===== config.mk =====
export PLATFORM = sky130hd
export DESIGN_NAME = uart_tx_flat
export DESIGN_NICKNAME = d
export VERILOG_FILES = /design/src/rtl/uart_tx_pkg.sv /design/src/rtl/uart_tx_if.sv /design/src/rtl/tx_baud_tick.sv /design/src/rtl/uart_tx.sv /design/src/flat_wrapper.sv
export SDC_FILE = /design/constraint.sdc
export NUM_CORES = 1
export LEC_CHECK = 0
export CAP_MARGIN = 20
export CORE_MARGIN = 3
export CORE_UTILIZATION = 52
export CTS_BUF_LIST = sky130_fd_sc_hd__clkbuf_8
export DETAILED_ROUTE_END_ITERATION = 10
export GPL_TIMING_DRIVEN = 0
export PLACE_DENSITY = 0.8
export RECOVER_POWER = 25
export SYNTH_ARGS = -nofsm -noshare
export SYNTH_HDL_FRONTEND = slang
export SYNTH_SLANG_ARGS = --single-unit

===== constraint.sdc =====
create_clock -name SystemClock -period 1.9 [get_ports SystemClock]
set_input_delay 0.38 -clock SystemClock [delete_from_list [all_inputs] [get_ports SystemClock]]
set_output_delay 0.38 -clock SystemClock [all_outputs]
set_load 0.02 [all_outputs]

===== src/rtl/uart_tx_pkg.sv =====
// Shared definitions for the UART transmitter: FSM state encodings, default bit period, data width.
// The PARITY state encoding exists only when UART_TX_PARITY_EN is defined.
package uart_tx_pkg;

    localparam int CLKS_PER_BIT_DEFAULT = 5202;
    localparam int DATA_W               = 8;

    typedef enum logic [2:0] {
        ST_IDLE   = 3'd0,
        ST_START  = 3'd1,
        ST_DATA   = 3'd2,
        ST_STOP   = 3'd3
`ifdef UART_TX_PARITY_EN
        , ST_PARITY = 3'd4
`endif
    } tx_state_e;

endpackage


===== src/rtl/uart_tx_if.sv =====
// Byte-in / serial-out signal bundle of the UART transmitter.
// Handshake: TxStart is a request honoured only while the transmitter is idle (TxBusy low); no queueing.
interface uart_tx_if;
    import uart_tx_pkg::*;

    logic              TxStart;
    logic [DATA_W-1:0] TxData;
    logic              TxSerial;
    logic              TxBusy;
    logic              TxDone;

    modport master (
        output TxStart,
        output TxData,
        input  TxSerial,
        input  TxBusy,
        input  TxDone
    );

    modport slave (
        input  TxStart,
        input  TxData,
        output TxSerial,
        output TxBusy,
        output TxDone
    );
endinterface


===== src/rtl/tx_baud_tick.sv =====
// Bit-period counter: counts 0..CLKS_PER_BIT-1 while enabled and flags the last count with Tick.
// Held at zero while Enable is low, so every frame starts on a fresh bit period.
module tx_baud_tick
    import uart_tx_pkg::*;
#(
    parameter int CLKS_PER_BIT = CLKS_PER_BIT_DEFAULT
) (
    input  logic SystemClock,
    input  logic ResetTimer,
    input  logic Enable,
    output logic Tick
);
    localparam int            CW   = (CLKS_PER_BIT > 1) ? $clog2(CLKS_PER_BIT) : 1;
    localparam logic [CW-1:0] LAST = CW'(CLKS_PER_BIT - 1);

    logic [CW-1:0] count_q;
    logic [CW-1:0] count_d;

    always_comb begin
        count_d = count_q;
        if (!Enable || (count_q == LAST)) begin
            count_d = '0;
        end else begin
            count_d = count_q + 1'b1;
        end
    end

    always_ff @(posedge SystemClock or negedge ResetTimer) begin
        if (!ResetTimer) begin
            count_q <= '0;
        end else begin
            count_q <= count_d;
        end
    end

    assign Tick = Enable && (count_q == LAST);
endmodule


===== src/rtl/uart_tx.sv =====
// UART transmitter, 8N1 frames LSB first; define UART_TX_PARITY_EN for 8E1 (even parity bit after data).
// TxSerial and TxBusy are registered; TxDone is decoded from registered state and the bit-period tick.
module uart_tx
    import uart_tx_pkg::*;
#(
    parameter int CLKS_PER_BIT = CLKS_PER_BIT_DEFAULT
) (
    input  logic       SystemClock,
    input  logic       ResetTimer,
    uart_tx_if.slave   bus,
    output tx_state_e  state_dbg_o
);
    tx_state_e         state_q;
    logic [DATA_W-1:0] shift_q;
    logic [2:0]        idx_q;
    logic              serial_q;
    logic              busy_q;
`ifdef UART_TX_PARITY_EN
    logic              parity_q;
`endif
    logic              tick;
    logic              tick_en;

    assign tick_en = (state_q != ST_IDLE);

    tx_baud_tick #(
        .CLKS_PER_BIT (CLKS_PER_BIT)
    ) u_baud_tick (
        .SystemClock (SystemClock),
        .ResetTimer  (ResetTimer),
        .Enable      (tick_en),
        .Tick        (tick)
    );

    // Line value is registered one state ahead: it changes on the edge that enters the next bit.
    always_ff @(posedge SystemClock or negedge ResetTimer) begin
        if (!ResetTimer) begin
            state_q  <= ST_IDLE;
            shift_q  <= '0;
            idx_q    <= '0;
            serial_q <= 1'b1;
            busy_q   <= 1'b0;
`ifdef UART_TX_PARITY_EN
            parity_q <= 1'b0;
`endif
        end else begin
            case (state_q)
                ST_IDLE: begin
                    if (bus.TxStart) begin
                        state_q  <= ST_START;
                        shift_q  <= bus.TxData;
                        idx_q    <= '0;
                        serial_q <= 1'b0;
                        busy_q   <= 1'b1;
`ifdef UART_TX_PARITY_EN
                        parity_q <= ^bus.TxData;
`endif
                    end
                end
                ST_START: begin
                    if (tick) begin
                        state_q  <= ST_DATA;
                        serial_q <= shift_q[0];
                        shift_q  <= shift_q >> 1;
                    end
                end
                ST_DATA: begin
                    if (tick) begin
                        // idx wraps 7 -> 0, leaving it cleared for the next frame
                        idx_q <= idx_q + 3'd1;
                        if (idx_q == 3'd7) begin
`ifdef UART_TX_PARITY_EN
                            state_q  <= ST_PARITY;
                            serial_q <= parity_q;
`else
                            state_q  <= ST_STOP;
                            serial_q <= 1'b1;
`endif
                        end else begin
                            serial_q <= shift_q[0];
                            shift_q  <= shift_q >> 1;
                        end
                    end
                end
`ifdef UART_TX_PARITY_EN
                ST_PARITY: begin
                    if (tick) begin
                        state_q  <= ST_STOP;
                        serial_q <= 1'b1;
                    end
                end
`endif
                ST_STOP: begin
                    if (tick) begin
                        state_q <= ST_IDLE;
                        busy_q  <= 1'b0;
                    end
                end
                default: begin
                    state_q  <= ST_IDLE;
                    serial_q <= 1'b1;
                    busy_q   <= 1'b0;
                end
            endcase
        end
    end

    assign bus.TxSerial = serial_q;
    assign bus.TxBusy   = busy_q;
    assign bus.TxDone   = (state_q == ST_STOP) && tick;
    assign state_dbg_o  = state_q;
endmodule


===== src/flat_wrapper.sv =====
// flat-port wrapper written by rule: the top's interface ports become plain ports
module uart_tx_flat import uart_tx_pkg::*;
#(
    parameter int CLKS_PER_BIT = CLKS_PER_BIT_DEFAULT
)
  (SystemClock, ResetTimer, state_dbg_o, bus_TxStart, bus_TxData, bus_TxSerial, bus_TxBusy, bus_TxDone);
  uart_tx_if bus_i ();
  input  logic SystemClock;
  input  logic ResetTimer;
  output tx_state_e state_dbg_o;
  input wire logic [$bits(bus_i.TxStart)-1:0] bus_TxStart;
  input wire logic [$bits(bus_i.TxData)-1:0] bus_TxData;
  output wire logic [$bits(bus_i.TxSerial)-1:0] bus_TxSerial;
  output wire logic [$bits(bus_i.TxBusy)-1:0] bus_TxBusy;
  output wire logic [$bits(bus_i.TxDone)-1:0] bus_TxDone;
  assign bus_i.TxStart = bus_TxStart;
  assign bus_i.TxData = bus_TxData;
  assign bus_TxSerial = bus_i.TxSerial;
  assign bus_TxBusy = bus_i.TxBusy;
  assign bus_TxDone = bus_i.TxDone;
  uart_tx #(.CLKS_PER_BIT(CLKS_PER_BIT)) u_core (.SystemClock(SystemClock), .ResetTimer(ResetTimer), .bus(bus_i), .state_dbg_o(state_dbg_o));
endmodule

======== Word level (Yosys, flattened, before mapping) ========
Cells that the tools add are included.
storage, ports and cells
  flip-flop bits (word level) ............. 29
  latch bits .............................. 0
  RAM bits ................................ 0
  memory bits (read-only) ................. 0
  input port bits ......................... 11
  output and inout bits ................... 6
  word-level logic and storage cells ...... 58
  memories kept ........................... 0
operators by class
  $add $sub $neg .......................... 2
  $mul .................................... 0
  div/mod/pow operators ................... 0
  $lt $le $gt $ge ......................... 0
  equality and inequality tests ........... 11
  shift operators ......................... 0
  muxes and demuxes ....................... 23
  bitwise logic cells ..................... 2
  reductions and logical operators ........ 14
operators by type and width
  cell                                                                     number
  8-bit 2-to-1 mux                                                         4
  8-bit one-hot mux with 3 select lines                                    1
  3-bit 2-to-1 mux                                                         7
  13-bit by 1-bit adder with 13-bit output, second input constant          1
  13-bit equality test, second input constant                              1
  13-bit 2-to-1 mux                                                        1
  3-bit one-hot mux with 4 select lines                                    1
  5-bit AND reduction                                                      2
  2-bit by 1-bit inequality test with 1-bit output, second input constant  4
  3-bit by 2-bit equality test with 1-bit output, second input constant    2
  1-bit 2-to-1 mux                                                         6
  3-bit one-hot mux with 2 select lines                                    1
  3-bit AND reduction                                                      2
  3-bit nonzero test                                                       2
  2-bit inequality test, second input constant                             2
  1-bit one-hot mux with 4 select lines                                    1
  4-bit AND reduction                                                      1
  3-bit by 1-bit adder with 3-bit output, second input constant            1
  3-bit by 1-bit equality test with 1-bit output, second input constant    1
  3-bit equality test, second input constant                               1
  3-bit zero test                                                          1
  1-bit one-hot mux with 3 select lines                                    1
  1-bit logical AND                                                        2
  1-bit NOT                                                                2
  other kinds (4)                                                          4

======== Depth between registers and ports, before layout ========
Gate-level depths: netlist of the first run.
  depth after elaboration ................. 4
  gate-level depth with buffers ........... 7
  gate-level depth less buffers ........... 6

======== Modules after synthesis ========
From an unflattened synthesis of the first run, not the netlist that was laid out.
unflattened totals
  cell total of the unflattened synthesis .. 148
  area, all modules ....................... 1616.6 µm²
by module, submodules not included
  module        times used  cells each  area each (µm²)  sequential area each (µm²)
  uart_tx       1           76          910.9            376.6
  tx_baud_tick  1           72          705.7            325.3

======== Least setup slack after synthesis of the first run ========
Ideal clock, no wire load.
  path type ............................... reg-to-reg
  start point ............................. register u_core.state_q[0], in the netlist u_core.state_dbg_o[0]
  end point ............................... register u_core.shift_q[1]
  library setup time ...................... 0.125 ns
  arrival ................................. 1.816 ns
  required time ........................... 1.775 ns
  path slack .............................. -0.041 ns
  cell stages (with the launch flop) ...... 6
  path buffers ............................ 1
  clock period less this slack ............ 1.941 ns
  cell sequence ........................... dfrtp_1 -> inv_1 -> ha_1 -> clkbuf_1 -> mux2_2 -> mux2_2
between the ends
  longest elaborated chain between the ends .. 4
  elaborated cells between the ends (all ways) .. 12
  classes of those cells .................. eq/ne (6); mux (1); reduce/logical (5)
RTL lines
  item                                                               line                RTL
  start, declared                                                    uart_tx.sv:13       tx_state_e state_q;
  start signal, assigned                                             uart_tx.sv:38       state_q <= ST_IDLE;
  start signal, assigned                                             uart_tx.sv:50       state_q <= ST_START;
  start signal, assigned                                             uart_tx.sv:62       state_q <= ST_DATA;
  3-bit nonzero test                                                 uart_tx.sv:24       assign tick_en = (state_q != ST_IDLE);
  1-bit logical AND                                                  tx_baud_tick.sv:36  assign Tick = Enable && (count_q == LAST);
  2-bit by 1-bit inequality test with 1-bit output (no source line)  -
  5-bit AND reduction (no source line)                               -
  end signal, assigned                                               uart_tx.sv:51       shift_q <= bus.TxData;
  end signal, assigned                                               uart_tx.sv:64       shift_q <= shift_q >> 1;
  end signal, assigned                                               uart_tx.sv:81       shift_q <= shift_q >> 1;
  end, declared                                                      uart_tx.sv:14       logic [DATA_W-1:0] shift_q;
Parallel ways exist; a longest one is shown, timed or not.
A chain may end at the register's enable or synchronous reset.

======== Final worst setup path of the first run ========
  start point ............................. register u_core.u_baud_tick.count_q[8]
  end point ............................... output port bus_TxDone
between the ends
  longest elaborated chain between the ends .. 3
RTL lines
  item                    line                RTL
  start, declared         tx_baud_tick.sv:16  logic [CW-1:0] count_q;
  start signal, assigned  tx_baud_tick.sv:32  count_q <= count_d;
  13-bit equality test    tx_baud_tick.sv:36
  1-bit logical AND       tx_baud_tick.sv:36
  1-bit logical AND       uart_tx.sv:110      assign bus.TxDone = (state_q == ST_STOP) && tick;
  end, declared           flat_wrapper.sv:15  output wire logic [$bits(bus_i.TxDone)-1:0] bus_TxDone;
Every way passes these cells.

==> summary.md, run 1 <==
| Metric | Value |
|---|---|
| Status | `finished with violations` |
| Violated checks | `negative setup slack` |
| Final hold viol count | `0` |
| Die height | `60.5 um` |
| Clock-pin slew on the worst setup and hold paths | `90 ps` |
| CTS buffer count | `3` |
| Setup violators final | `8` |
| # rows | `19` |
| Max-slew violation count | `0` |
| Post-synthesis sequential area ratio | `0.454` |
| Max-cap viol count | `0` |
| Actual transition at the worst max-transition pin | `894 ps` |
| Non-filler cells, final | `198` |
| Startpoint Class | `flip-flop` |
| Synthesized Nets | `162` |
| Antenna Cells | `0` |
| Die Area | `3660 um2` |
| H-tree levels | `1` |
| CP Max Fanout | `6` |
| Port bufs | `15` |
| Worst slew margin | `0.403` |
| Cell Area, Synth | `1550 um2` |
| DR vias | `1119` |
| Post-synthesis cell count | `142` |
| Initial DRT Pass Iterations | `4` |
| Post-synth EDFFs | `0` |
| Distinct cells, synth | `34` |
| First-pass GRT wire length | `5.05 mm` |
| DP HPWL | `2.11 mm` |
| Remaining DRCs | `0` |
| Share of cells above drive strength 1 | `0.293` |
| Clock Skew | `4.68 ps` |
| Final critical-path share of the clock period | `1.02` |
| Hold Path Class | `in2async` |
| Num Clock Sinks | `28` |
| Pwr/cell area | `572 nW/um2` |
| Seq cells post-synth | `28` |
| Crit path DAT | `1570 ps` |
| Maximum root-to-sink buffer count | `2` |
| Total I/O pin count | `17` |
| Cts hold-fix bufs | `0` |
| Gpl congestion | `0.790` |
| Crit path time final | `1950 ps` |
| Nets@finish | `188` |
| Vias in the first global route | `1182` |
| Fmax | `0.514 GHz` |
| Maximum number of pins on one net before global-route repair | `21` |
| Post-layout util | `0.690` |
| Tot GR Track Use | `0.188` |
| Worst vdd ir | `0.000491 V` |
| Die W | `60.5 um` |
| Clock Latency Late Sink | `280 ps` |
| WHS | `457 ps` |
| GRT overflow | `0` |
| FFs w/ async S/R, synth | `1.00` |
| Area Growth Syn to Fin | `25.3%` |
| Setup TNS | `-168 ps` |
| CTS tree | `built` |
| Syn Area/Cell | `10.9 um2` |
| Setup CP Type | `reg2out` |
| Core Box Area | `2810 um2` |
| P_leak | `0.887 nW` |
| Final WL | `3.00 mm` |
| Power consumption | `1.11 mW` |
| Vias/cell | `5.65` |
| Average wire per standard cell | `15.2 um` |
| RSZ-0062 raised after global routing | `yes` |
| Root buffer cell | `clkbuf_8` |
| Remaining antenna violation count | `0` |
| Initial antenna violation count | `0` |
| CP Capture Type | `output port` |
| Worst EP required | `1520 ps` |
| Initial Utilization | `0.551` |
| Worst-case setup margin in the final layout | `-45.2 ps` |
| Top_reg_cell synth | `dfrtp_1` |
| Synth Warn # | `0` |
| DR iter-0 viols | `51` |
| Inst Count DP | `189` |
==> power breakdown <==
part	switching [mW]	internal, mW	leakage, nW
Sequential	0	0.596	0.356
Clock	0.192	0.282	0.0357
Combinational	0.0164	0.0208	0.495
Total	0.208	0.899	0.887
==> critical path, cell delays in order (launching register included) <==
cell and delay, ps:
dfrtp_2 470, nor4b_4 310, and4b_1 260, and2_4 150
buf_6 100
==> sequential cells by signal, summed over array words and instances (netlist names) <==
| register | cells |
|---|---|
| u_core.u_baud_tick.count_q | 13 |
| u_core.shift_q | 8 |
| u_core.idx_q | 3 |
| u_core.state_dbg_o | 2 |
| u_core.bus.TxBusy | 1 |
| u_core.bus.TxSerial | 1 |
==> synth_stat cells (4+ instances only) <==
cell type	number	area, um2
dfrtp_1	27	676
mux2_2	17	191
nor2_1	17	63.8
nand2_1	10	37.5
ha_1	9	113
xor2_1	6	52.6
xnor2_1	5	43.8
inv_1	4	15.0
nand3_1	4	20.0
==> stage by stage <==
step / cell area (um2) / worst slack, ps
4_1_cts: 1920 / -121
3_3_place_gp: 1740 / -386
5_1_grt: 1940 / -119
6_report: 1940 / -45.2
2_1_floorplan: 1550 / 21.7
3_5_place_dp: 1770 / -392
==> layout by cell type, fill, tap and decap left out, drive strengths merged, types with 4 or more instances in the layout <==
| cell | count |
|---|---|
| mux2 | 17 |
| nor2 | 17 |
| dfrtp | 27 |
| inv | 4 |
| clkbuf | 5 |
| clkdlybuf4s50 | 13 |
| o21ai | 4 |
| nand3 | 4 |
| xor2 | 6 |
| buf | 9 |
| xnor2 | 5 |
| ha | 9 |
| nand2 | 10 |
==> cell families after synthesis <==
family / Yosys count / synth area share
mux: 20 / 0.143
fa+ha+maj: 9 / 0.0729
compound gates: 12 / 0.0543
xor+xnor: 11 / 0.0623
other cells: 1 / 0.00243
buf+inv: 9 / 0.0291
flops: 28 / 0.454
simple gates: 52 / 0.181
==> worst paths after layout <==
kind | from | endpoint | slack (ps) | cells past startpoint
setup / recovery | u_core.u_baud_tick.count_q[8]$_DFF_PN0_ | bus_TxDone | -50 | 4
hold / removal | ResetTimer | u_core.u_baud_tick.count_q[9]$_DFF_PN0_ | 460 | 1
setup reg to reg | u_core.u_baud_tick.count_q[0]$_DFF_PN0_ | u_core.shift_q[5]$_DFFE_PN0P_ | -20 | 7
hold reg to reg | u_core.bus.TxBusy$_DFFE_PN0P_ | u_core.bus.TxBusy$_DFFE_PN0P_ | 510 | 2
max in group asynchronous | ResetTimer | u_core.u_baud_tick.count_q[2]$_DFF_PN0_ | 270 | 2
min in group SystemClock | u_core.bus.TxBusy$_DFFE_PN0P_ | u_core.bus.TxBusy$_DFFE_PN0P_ | 510 | 2
==> metal layers <==
| metal | GRT usage | part of all wire | vias to the layer above |
|---|---|---|---|
| met5 | 0 | 0 | - |
| met4 | 0.0898 | 0.024 | 0 |
| met3 | 0.0362 | 0.026 | 8 |
| met2 | 0.333 | 0.53 | 23 |
| met1 | 0.217 | 0.42 | 546 |
| li1 | - | - | 542 |
==> area by class of cell <==
| class | instances | area [um2] |
|---|---|---|
| timing repair buffer | 23 | 229 |
| inverter | 4 | 15.0 |
| sequential | 28 | 703 |
| tap | 31 | 38.8 |
| clock buffer | 3 | 41.3 |
| fill | 214 | 870 |
| buffer | 3 | 17.5 |
| clock inverter | 1 | 30.0 |
| multi-input combinational | 105 | 861 |
==> repair_timing <==
| item | in CTS | in global routing |
|---|---|---|
| pin swaps | 3 | 3 |
| buffers inserted | 6 | 1 |
| gates resized for setup | 13 | 9 |
| endpoints found under the setup margin | 10 | 21 |
Power figures use the tool's default switching activity.
==> run 2: changes to the inputs <==
--- a/config.mk
+++ b/config.mk
@@ -13,6 +13,7 @@
 export GPL_TIMING_DRIVEN = 0
 export PLACE_DENSITY = 0.8
 export RECOVER_POWER = 25
+export SLEW_MARGIN = 20
 export SYNTH_ARGS = -nofsm -noshare
 export SYNTH_HDL_FRONTEND = slang
 export SYNTH_SLANG_ARGS = --single-unit
==> summary.md, run 2 (same netlist as run 1, synthesis figures left out) <==
| Metric | Value |
|---|---|
| Initial DRT Pass Iterations | `5 (+1)` |
| Core Box Area | `2810 um2 (unchanged)` |
| Post-route cell area | `1890 um2 (-2.1%)` |
| Reg power frac | `0.535 (-0.003)` |
| # rows | `19 (unchanged)` |
| Final WL | `3.13 mm (+4.1%)` |
| Gpl congestion | `0.790 (unchanged)` |
| RSZ-0062 raised after global routing | `yes` |
| Hold Path Class | `in2async` |
| Crit path time final | `1970 ps (+25.9 ps)` |
| Remaining DRCs | `0 (unchanged)` |
| Worst EP required | `1520 ps (about the same)` |
| CP Max Fanout | `2 (-4)` |
| Violated checks | `max-capacitance violations, negative setup slack` |
| Vias in the first global route | `1166 (-1.4%)` |
| Net Sw Frac | `0.194 (+0.00608)` |
| Status | `finished with violations` |
| Placed Area | `1730 um2 (-1.8%)` |
| Final hold viol count | `0 (unchanged)` |
| DR vias | `1130 (+0.98%)` |
| Commonest cells after routing, fill and taps aside | `26 x dfrtp_1, 17 x nor2_1, 16 x mux2_2` |
| Setup crit start | `u_core.u_baud_tick.count_q[1]$_DFF_PN0_` |
| Die height | `60.5 um (unchanged)` |
| Most flops, register | `u_core.u_baud_tick.count_q` |
| Top flop regs | `u_core.u_baud_tick.count_q (13), u_core.shift_q (8), u_core.idx_q (3)` |
| Die Area | `3660 um2 (unchanged)` |
| Met1 wire length | `1.33 mm (+4.6%)` |
| Max-slew violation count | `0 (unchanged)` |
| DR iter-0 viols | `63 (+24%)` |
| Setup TNS | `-320 ps (-152 ps)` |
| Share of cells above drive strength 1 | `0.280 (-0.0129)` |
| Die W | `60.5 um (unchanged)` |
| R2R setup slack | `-40 ps (-20 ps)` |
| P_int | `0.896 mW (-0.26%)` |
| Setup CP Type | `reg2out` |
| P_leak | `0.856 nW (-3.4%)` |
| Startpoint Class | `flip-flop` |
| Actual transition at the worst max-transition pin | `1500 ps (+605 ps)` |
| Critical Path End | `bus_TxDone` |
| CTS buffer count | `3 (unchanged)` |
| Most common cell after layout, fill and taps aside | `dfrtp_1` |
| Maximum number of pins on one net before global-route repair | `29 (+38%)` |
| Nets@finish | `185 (-1.6%)` |
| Crit path DAT | `1590 ps (+20 ps)` |
| Power consumption | `1.11 mW (+0.49%)` |
| Maximum root-to-sink buffer count | `2 (unchanged)` |
| Switching power of the nets | `0.216 mW (+3.7%)` |
| Root buffer cell | `clkbuf_8` |
| H-tree levels | `1 (unchanged)` |
| Combinational power share | `0.031 (-0.003)` |
| Initial antenna violation count | `0 (unchanged)` |
| Setup violators final | `10 (+2)` |
| CP Capture Type | `output port` |
| Pwr/cell area | `587 nW/um2 (+2.7%)` |
| Fmax | `0.507 GHz (-1.3%)` |
| Area Growth Syn to Fin | `22.6%` |
| Port bufs | `15 (unchanged)` |
| CTS tree | `built` |
| GRT overflow | `0 (unchanged)` |
| Final critical-path share of the clock period | `1.04 (+0.0136)` |
| DR top layer | `met4` |
| Worst vdd ir | `0.000502 V (+2.1%)` |
| Met2 routed WL | `1.63 mm (+3.1%)` |
| Worst slew margin | `0.000519 (-0.402)` |
| Num Clock Sinks | `28 (unchanged)` |
| Initial Utilization | `0.551 (unchanged)` |
| Clock-pin slew on the worst setup and hold paths | `100 ps (about the same)` |
| Clock share of power | `0.434 (+0.006)` |
| Reg-to-Reg Start | `u_core.u_baud_tick.count_q[0]$_DFF_PN0_` |
| Worst Reg-to-Reg Cells | `7 (unchanged)` |
| Max-cap viol count | `1 (+1)` |
| Average wire per standard cell | `16.0 um (+5.7%)` |
| Clock Skew | `6.27 ps (+1.59 ps)` |
| Number of flip-flops under the largest register name | `13 (unchanged)` |
| WL met3 | `86 um (+10%)` |
| Tot GR Track Use | `0.190 (+0.00266)` |
| DP HPWL | `2.07 mm (-2.1%)` |
| Vias/cell | `5.79 (+2.5%)` |
| Clock Latency Late Sink | `280 ps (about the same)` |
| First-pass GRT wire length | `5.13 mm (+1.5%)` |
| RR Endpoint | `u_core.shift_q[5]$_DFFE_PN0P_` |
| Worst-case setup margin in the final layout | `-71.1 ps (-25.9 ps)` |
| Antenna Cells | `0 (unchanged)` |
| Total I/O pin count | `17 (unchanged)` |
| Remaining antenna violation count | `0 (unchanged)` |
==> run 2: timing repair <==
action	CTS	global route
gates resized for setup	14	5
endpoints found under the setup margin	10	12
pin swaps	4	1
setup buffers	4	1
hold buffers	0	0
==> run 2: final cells by class <==
type,count,area [um2]
multi-input cells,105,855
well taps,31,38.8
repair buffers,20,195
clock inverters,1,30.0
clock buffers,3,41.3
inverters,4,15.0
plain buffers,3,16.3
flip-flops and latches,28,703
fillers,220,911
==> run 2: per-stage QoR <==
step | hold slack (ps) | util | worst slack [ps] | instances
global placement | 482 | 0.620 | -386 | 188
global route | 542 | 0.675 | -145 | 195
floorplan | 84.4 | - | 21.7 | 142
detailed placement | 442 | 0.618 | -389 | 188
CTS | 132 | 0.670 | -134 | 196
finish | 442 | 0.675 | -71.1 | 195
==> run 2: critical path, stage by stage, from the launching register on <==
cell and delay, ps:
dfrtp_1 400, inv_2 80, ha_4 120, and4bb_2 230, and4b_1 230, and2_4 150, buf_6 100
==> run 2: routing by layer <==
metal,GRT usage,vias to the layer above
li1,-,537
met1,0.227,560
met2,0.329,24
met3,0.0340,9
met4,0.0960,0
met5,0,-
==> run 2: power by group through the flow <==
stage	registers, mW	logic [mW]	clock network (mW)
5_1_grt	0.596	0.0379	0.521
3_3_place_gp	0.607	0.0358	0
4_1_cts	0.596	0.0358	0.488
2_1_floorplan	0.607	0.00375	0
3_5_place_dp	0.607	0.0356	0
6_report	0.596	0.0340	0.483
==> run 2: worst min-delay path by stage <==
stage / startpoint / to / slack (ps)
3_5_place_dp: ResetTimer / u_core.idx_q[2]$_DFFE_PN0P_ / 440
4_1_cts: ResetTimer / u_core.idx_q[1]$_DFFE_PN0P_ / 130
2_1_floorplan: ResetTimer / u_core.bus.TxBusy$_DFFE_PN0P_ / 80
3_3_place_gp: u_core.shift_q[1]$_DFFE_PN0P_ / u_core.shift_q[1]$_DFFE_PN0P_ / 480
5_1_grt: u_core.bus.TxBusy$_DFFE_PN0P_ / u_core.bus.TxBusy$_DFFE_PN0P_ / 540
6_report: ResetTimer / u_core.idx_q[1]$_DFFE_PN0P_ / 440
==> run 3: changes to the inputs <==
--- a/config.mk
+++ b/config.mk
@@ -6,6 +6,7 @@
 export NUM_CORES = 1
 export LEC_CHECK = 0
 export CAP_MARGIN = 20
+export CORE_ASPECT_RATIO = 1.25
 export CORE_MARGIN = 3
 export CORE_UTILIZATION = 52
 export CTS_BUF_LIST = sky130_fd_sc_hd__clkbuf_8
==> summary.md, run 3 (same netlist as run 1, synthesis figures left out) <==
| Metric | Value |
|---|---|
| Remaining antenna violation count | `0 (unchanged)` |
| Worst EP required | `1520 ps (about the same)` |
| Final WL | `2.99 mm (-4.5%)` |
| Setup TNS | `-65.8 ps (+254 ps)` |
| Cts hold-fix bufs | `0 (unchanged)` |
| Post-route cell area | `1920 um2 (+1.3%)` |
| Pwr/cell area | `499 nW/um2 (-15%)` |
| Most common cell after layout, fill and taps aside | `dfrtp_1` |
| Power consumption | `0.957 mW (-14%)` |
| Crit path time final | `1970 ps (-5.27 ps)` |
| RSZ-0062 raised after global routing | `yes` |
| Placed Area | `1740 um2 (+0.22%)` |
| CTS buffer count | `3 (unchanged)` |
| Violated checks | `negative setup slack` |
| Final critical-path share of the clock period | `1.03 (-0.00277)` |
| Num Clock Sinks | `28 (unchanged)` |
| Startpoint Class | `flip-flop` |
| Area Growth Syn to Fin | `24.2%` |
| CTS tree | `built` |
| First-pass GRT wire length | `4.97 mm (-3.0%)` |
| Top flop regs | `u_core.u_baud_tick.count_q (13), u_core.shift_q (8), u_core.idx_q (3)` |
| Gpl congestion | `0.834 (+5.6%)` |
| Die W | `54.8 um (-9.5%)` |
| Clock Skew | `1.57 ps (-4.70 ps)` |
| Initial antenna violation count | `0 (unchanged)` |
| Core Box Area | `2760 um2 (-1.7%)` |
| Most flops, register | `u_core.u_baud_tick.count_q` |
| Share of cells above drive strength 1 | `0.285 (+0.00436)` |
| Worst vdd ir | `0.000502 V (+0.16%)` |
| Reg power frac | `0.622 (+0.087)` |
| Inst Count DP | `191 (+1.6%)` |
| Maximum root-to-sink buffer count | `2 (unchanged)` |
| P_int | `0.759 mW (-15%)` |
| GRT overflow | `0 (unchanged)` |
| Actual transition at the worst max-transition pin | `1480 ps (-15.8 ps)` |
| Antenna Cells | `0 (unchanged)` |
| Nets@finish | `186 (+0.54%)` |
| H-tree levels | `1 (unchanged)` |
| Clock-pin slew on the worst setup and hold paths | `90 ps (about the same)` |
| WHS | `445 ps (+2.76 ps)` |
| Average wire per standard cell | `15.0 um (-6.4%)` |
| Switching power of the nets | `0.198 mW (-8.4%)` |
| Status | `finished with violations` |
| P_leak | `0.881 nW (+2.9%)` |
| Final hold viol count | `0 (unchanged)` |
| DP HPWL | `2.04 mm (-1.5%)` |
| Die Area | `3670 um2 (+0.11%)` |
| Tot GR Track Use | `0.188 (-0.00189)` |
| Vias/cell | `5.49 (-5.3%)` |
| Remaining DRCs | `0 (unchanged)` |
| Die height | `66.9 um (+11%)` |
| Worst slew margin | `0.0110 (+0.0105)` |
| Post-Place Setup Slack | `-389 ps (-0.331 ps)` |
| Non-filler cells, final | `199 (+2.1%)` |
| Post-layout util | `0.696 (+0.0204)` |
| Hold Path Class | `in2async` |
| Net Sw Frac | `0.207 (+0.0126)` |
| Root buffer cell | `clkbuf_8` |
| Crit path DAT | `1590 ps (about the same)` |
| Maximum number of pins on one net before global-route repair | `29 (unchanged)` |
| Port bufs | `15 (unchanged)` |
| Vias in the first global route | `1068 (-8.4%)` |
| Combinational power share | `0.036 (+0.005)` |
| Initial DRT Pass Iterations | `5 (unchanged)` |
| DR vias | `1092 (-3.4%)` |
| FILL cells | `206 (-6.4%)` |
| Clock Latency Late Sink | `270 ps (about the same)` |
| Max-cap viol count | `0 (-1)` |
| Total I/O pin count | `17 (unchanged)` |
| CP Capture Type | `output port` |
| Fmax | `0.509 GHz (+0.27%)` |
| Setup CP Type | `reg2out` |
| CP Max Fanout | `2 (unchanged)` |
| # rows | `21 (+2)` |
| Worst-case setup margin in the final layout | `-65.8 ps (+5.27 ps)` |
| Initial Utilization | `0.560 (+0.00924)` |
| Clock share of power | `0.342 (-0.092)` |
| Number of flip-flops under the largest register name | `13 (unchanged)` |
| Max-slew violation count | `0 (unchanged)` |
| Setup violators final | `1 (-9)` |
| DR iter-0 viols | `28 (-56%)` |
| Commonest cells after routing, fill and taps aside | `26 x dfrtp_1, 17 x nor2_1, 13 x clkdlybuf4s50_1` |
==> run 3: cell types whose count changed in the layout (fill, tap and decap cells not counted) <==
cell | previous run | this run
mux2_2 | 16 | 8
o21bai_2 | 0 | 1
mux2_4 | 1 | 9
nor3_4 | 0 | 1
nor4_2 | 0 | 1
bufinv_16 | 1 | 0
inv_1 | 2 | 4
o21bai_1 | 3 | 2
buf_6 | 1 | 2
ha_2 | 0 | 1
nor4_1 | 3 | 2
nor3_2 | 1 | 0
inv_2 | 2 | 1
ha_4 | 2 | 1
==> run 3: path summary, 6_finish.rpt <==
path                                                         start                                       to  slack (ps)  cells after the start
setup / recovery           u_core.u_baud_tick.count_q[1]$_DFF_PN0_                               bus_TxDone         -70                      6
hold / removal                                          ResetTimer  u_core.u_baud_tick.count_q[7]$_DFF_PN0_         450                      1
setup reg to reg                 u_core.state_dbg_o[1]$_DFFE_PN0P_            u_core.shift_q[0]$_DFFE_PN0P_          30                      7
hold reg to reg                      u_core.shift_q[1]$_DFFE_PN0P_            u_core.shift_q[1]$_DFFE_PN0P_         520                      1
max in group asynchronous                               ResetTimer  u_core.u_baud_tick.count_q[8]$_DFF_PN0_         490                      1
min in group SystemClock             u_core.shift_q[1]$_DFFE_PN0P_            u_core.shift_q[1]$_DFFE_PN0P_         520                      1
==> run 3: final cells by class <==
cell class | count | area [um2] | area share
multi-input combinational | 105 | 891 | 0.464
sequential | 28 | 703 | 0.366
timing repair buffer | 21 | 206 | 0.108
tap | 34 | 42.5 | 0.0222
clock buffer | 3 | 41.3 | 0.0215
buffer | 3 | 16.3 | 0.00847
inverter | 4 | 15.0 | 0.00782
clock inverter | 1 | 3.75 | 0.00196
==> run 3: worst max-delay path, stage by stage (launching register included) <==
cell and delay (ps):
dfrtp_1 390, inv_1 60, ha_2 160, and4bb_2 220, and4b_1 230, and2_4 150, buf_6 100
==> run 3: timing repair <==
action,4_1_cts,5_1_grt
pin swaps,4,0
gates resized for setup,26,3
setup buffers,5,1
endpoints found under the setup margin,10,13
==> run 3: power by group through the flow <==
stage / Combinational, mW / Clock, mW / Sequential (mW)
detailed placement: 0.0357 / 0 / 0.607
finish: 0.0343 / 0.327 / 0.595
floorplan: 0.00375 / 0 / 0.607
global placement: 0.0360 / 0 / 0.607
CTS: 0.0358 / 0.332 / 0.595
global route: 0.0379 / 0.356 / 0.596
==> run 3: per-layer routing <==
layer	up-vias	routed length, um	GRT usage
li1	537	-	-
met2	15	1460	0.299
met3	4	72	0.0224
met5	-	0	0
met4	0	38	0.0872
met1	536	1420	0.249
